<file path="src/rtl/pwm_multi_ch.sv">
// N-channel PWM generator with a shared period and per-channel duty, phase and polarity.
// Config lands in a shadow set and is promoted to the active set only at a safe point.
module pwm_multi_ch #(
  parameter int N_CH  = 4,
  parameter int CNT_W = 16
) (
  input  logic                    clk,
  input  logic                    rst,
  input  logic                    en,
  input  logic                    cfg_valid,
  output logic                    cfg_ready,
  input  logic [CNT_W-1:0]        cfg_period,
  input  logic [N_CH*CNT_W-1:0]   cfg_duty,
  input  logic [N_CH*CNT_W-1:0]   cfg_phase,
  input  logic [N_CH-1:0]         cfg_pol,
  output logic [N_CH-1:0]         pwm_o,
  output logic                    period_end,
  output logic                    cfg_applied
);

  logic [CNT_W-1:0]            per_a, per_s;
  logic [N_CH-1:0][CNT_W-1:0]  duty_a, duty_s;
  logic [N_CH-1:0][CNT_W-1:0]  phase_a, phase_s;
  logic [N_CH-1:0]             pol_a, pol_s;
  logic [N_CH-1:0][CNT_W-1:0]  ch_cnt;
  logic [CNT_W-1:0]            cnt;
  logic                        pending;

  logic             per_zero;
  logic [CNT_W-1:0] per_last;
  logic             boundary;
  logic             apply;
  logic             accept;

  assign per_zero  = (per_a == '0);
  assign per_last  = per_a - 1'b1;
  assign boundary  = en & ~per_zero & (cnt == per_last);
  // Promotion is safe whenever no waveform is being drawn, or at the end of a period.
  assign apply     = pending & (~en | per_zero | boundary);
  assign accept    = cfg_valid & ~pending;
  assign cfg_ready = ~pending;

  always_ff @(posedge clk) begin
    if (rst) begin
      per_a       <= '0;
      per_s       <= '0;
      duty_a      <= '0;
      duty_s      <= '0;
      phase_a     <= '0;
      phase_s     <= '0;
      pol_a       <= '0;
      pol_s       <= '0;
      ch_cnt      <= '0;
      cnt         <= '0;
      pending     <= 1'b0;
      pwm_o       <= '0;
      period_end  <= 1'b0;
      cfg_applied <= 1'b0;
    end else begin
      cfg_applied <= apply;
      period_end  <= boundary;
      for (int i = 0; i < N_CH; i++) begin
        pwm_o[i] <= ((ch_cnt[i] < duty_a[i]) & en & ~per_zero) ^ pol_a[i];
      end

      if (accept) begin
        per_s   <= cfg_period;
        duty_s  <= cfg_duty;
        phase_s <= cfg_phase;
        pol_s   <= cfg_pol;
        pending <= 1'b1;
      end

      if (apply) begin
        per_a   <= per_s;
        duty_a  <= duty_s;
        phase_a <= phase_s;
        pol_a   <= pol_s;
        pending <= 1'b0;
        cnt     <= '0;
        // Out-of-range phase starts the channel at zero rather than wrapping modulo P.
        for (int i = 0; i < N_CH; i++) begin
          ch_cnt[i] <= (phase_s[i] < per_s) ? phase_s[i] : '0;
        end
      end else if (en && !per_zero) begin
        cnt <= (cnt == per_last) ? '0 : cnt + 1'b1;
        for (int i = 0; i < N_CH; i++) begin
          ch_cnt[i] <= (ch_cnt[i] == per_last) ? '0 : ch_cnt[i] + 1'b1;
        end
      end
    end
  end

endmodule
</file>
<file path="config.mk">
export PLATFORM = sky130hd
export DESIGN_NAME = pwm_multi_ch
export DESIGN_NICKNAME = d
export VERILOG_FILES = /design/src/rtl/pwm_multi_ch.sv
export SDC_FILE = /design/constraint.sdc
export NUM_CORES = 1
export LEC_CHECK = 0
export ABC_CLOCK_PERIOD_IN_PS = 7070
export CORE_MARGIN = 2
export CORE_UTILIZATION = 42
export CTS_BUF_LIST = sky130_fd_sc_hd__clkbuf_4
export DETAILED_ROUTE_END_ITERATION = 10
export GPL_ROUTABILITY_DRIVEN = 1
export GPL_TIMING_DRIVEN = 0
export SYNTH_ARGS = -nofsm -noshare
export SYNTH_HDL_FRONTEND = slang
export SYNTH_SLANG_ARGS = --single-unit
</file>
<file path="constraint.sdc">
create_clock -name clk -period 7.07 [get_ports clk]
set_clock_uncertainty 0.1 [all_clocks]
set_input_delay 1.7675 -clock clk [delete_from_list [all_inputs] [get_ports clk]]
set_output_delay 1.7675 -clock clk [all_outputs]
set_load 0.005 [all_outputs]
</file>
==> results.md <==
- Outcome: finished, final reports clean
- TritonCTS Sinks: 319
- Post-synthesis register bit count: 319
- TritonRoute pass-1 iters: 6
- GRT Total Usage: 0.348
- Final cycle utilization of the critical path: 0.913
- DRC viols: 0
- DRT Wirelength: 77900 um
- Gr busiest metal: met2
- Worst Setup End Kind: flip-flop
- Logic gate share of total power: 0.241
- Starting density of the core: 0.428
- Die W: 211 um
- Core area: 0.0421 mm2
- Gr ovfl total: 0
- Filler cells: 4262
- # setup viols final: 0
- First-pass GRT wire length: 114000 um
- Core Util, Final: 0.507
- Leakage power: 7.95 nW
- Worst setup path class: reg2reg
- Area growth from synthesis to layout: 18.4%
- Footprint of the multi-input gates: 0.0106 mm2
- Startpoint Class: flip-flop
- Vert. Die Dim: 211 um
- Worst R2R Start: per_a[0]
- Number of synthesized flops with an enable pin: 0
- CTS root buf: clkbuf_4
- Register share of total power: 0.423
- Top post-synthesis cells by area: dfxtp_1, nand2_1, ha_1
- Crit path required time: 7.71 ns
- Initial antenna violation count: 4
- Met3 Use GR: 0.0816
- Worst skew pair latency: 0.88 ns
- Final-report max-slew violation count: 0
- Final ANT Viol Nets: 0
- NetSw: 1.73 mW
- Main synth FF type: dfxtp_1
- Io pins: 159
- Hold path endpoint: pol_a[0]
- Max clock buf depth: 3
- Placed cell area: 0.0203 mm2
- Dpl hpwl: 58700 um
- Setup TNS: 0 ns
- Synth warn: 0
- Vias per cell: 5.91
- Final min period: 6.46 ns
- Max H-tree Level: 3
- Fin. Hold Viols: 0
- Hold_ws: 0.331 ns
- Hold-fix buffers at CTS: 0
- Internal: 3.14 mW
- Hold Crit Depth: 2
- Worst VDD drop: 0.155 mV
- Finished Cell Area: 0.0214 mm2
- Synth cell types: 78
- Clk pwr share: 0.336
- Post-cts resize count: 0
- Wire per inst: 24.3 um
- Share of layout cells above drive strength 1: 0.0673
- I/O Buffers: 157
- Final nets: 2877
- Worst reg2reg path endpoint: per_a[14]
- Post-Syn Instances: 2349
- Max_cap viols: 0
- FP Rows: 75
- Worst Hold Launch: pol_s[0]
- Largest net degree at the start of global routing: 14
- Power Total: 4.87 mW
- Share of flip-flops with an asynchronous set or reset: 0
- TritonCTS buffer count: 90
- R2R Setup Slk: 0.61 ns
- Worst Path Arrival: 7.10 ns
- Drt first-iter violations: 1538
- Mapped Nets: 2627
- Vias: 18966
- Fmax: 155 MHz
- Hold Path Class: reg2reg
- Post-CTS Repair Setup Buffers: 0
- CP Max Fanout: 10
- Path depth of the worst reg2reg path: 18
- Worst-path clk slew: 0.06 ns
- FF+latch area: 0.00639 mm2
- Sw frac: 0.354
- Vias in the first global route: 18331
- Avg Cell Area, Syn: 7.67 um2
- Worst slew pin tran: 1.34 ns
- Register area share after synthesis: 0.354
- M2 GR Usage: 0.531
- TritonCTS clock tree: yes
- Met1 Track Usage GR: 0.454
- Die ar.: 0.0446 mm2
- Power per cell area: 228 mW/mm2
- Slew headroom: 0.109
- Unrepaired setup endpoints after global routing: false
- Yosys top cell area share: 0.354
- Gpl congestion: 0.981
- Netlist area before placement: 0.0180 mm2
- Cell taking the most area after synthesis: dfxtp_1
==> power by group through the flow <==
stage	Clock [mW]	Combinational, mW	Sequential [mW]
after floorplan	0	0.716	2.01
after global placement	0	1.12	2.09
after detailed placement	0	1.14	2.09
after CTS	1.67	1.15	2.05
after global routing	1.77	1.27	2.06
final	1.63	1.17	2.06
==> state kept, by name, summed over array words and instances (netlist names), 16 cells and up <==
name     count
duty_a      64
duty_s      64
cnt         16
per_s       16
phase_s     64
per_a       16
ch_cnt      64
==> final cells by class <==
class,instances,area share
Antenna cell,8,0.000938
Multi-Input combinational cell,1764,0.495
Clock buffer,121,0.0425
Clock inverter,33,0.00686
Inverter,94,0.0165
Timing Repair Buffer,158,0.0738
Buffer,172,0.0339
Tap cell,539,0.0316
Sequential cell,319,0.299
==> layout by cell type (no fill, tap or decap), drive strengths merged, types with 43 or more instances in the layout <==
master           n
a21oi          290
a31oi           43
clkbuf         258
clkdlybuf4s50  157
dfxtp          319
ha             126
inv             95
nand2          525
nand3           70
nand4           47
nor2            97
o21ai           59
xnor2           47
==> cell families (layout without fill, tap and decap cells) <==
group	after synthesis	count (layout)	synth area share
AOI/OAI and AO/OA	590	590	0.203
xor gates and xnor gates	90	90	0.0468
adders and majority gates	126	126	0.0875
buffers and inverters	266	578	0.0597
DFF	319	319	0.354
muxes	4	4	0.00236
other	0	8	0
and+or+nand+nor	954	954	0.247
==> worst max-delay path, cell delays in order (launching register included) <==
cell and delay (ns):
dfxtp_1 0.32, clkbuf_1 0.39, inv_1 0.16, ha_1 0.15, buf_2 0.22, nor3b_1 0.25
buf_2 0.40, and3_1 0.40, clkbuf_1 0.64, a22o_1 0.26, a311oi_1 0.04, and4_1 0.25
and4bb_2 0.34, buf_2 0.27, nor2_1 0.20, clkbuf_1 0.92, clkbuf_1 0.71, nand2_1 0.11
a21oi_1 0.24
==> metrics by stage <==
step,worst slack (ns),instances
after floorplan,2.98,2349
after global placement,0.794,3045
after detailed placement,0.778,3045
after CTS,0.758,3199
after global routing,0.516,3207
final,0.612,3208
==> how the worst max path moves through the flow <==
stage / start / slack (ns) / end
floorplan: per_a[0] / 2.98 / ch_cnt[27]
global placement: per_a[0] / 0.79 / per_a[14]
detailed placement: per_a[0] / 0.78 / per_a[14]
CTS: per_a[0] / 0.76 / per_a[14]
global route: per_a[0] / 0.52 / per_a[14]
finish: per_a[0] / 0.61 / per_a[14]
==> routing by layer <==
layer / vias up / part of all wire
li1: 8851 / -
met1: 9083 / 0.43
met2: 847 / 0.43
met3: 185 / 0.085
met4: 0 / 0.054
met5: - / 0
==> Yosys cell counts, drive strengths merged, types with 18 or more instances <==
master  count
a31oi      43
xnor2      47
nor4       26
o21ai      59
xor2       39
a21o       38
or4        18
dfxtp     319
nand4      47
buf        36
nand3      70
nand2     525
ha        126
clkbuf    136
nand2b     21
inv        93
a21oi     290
and3       29
nor2       97
nor3       41
Note: power is estimated with default switching activity, not from simulation.
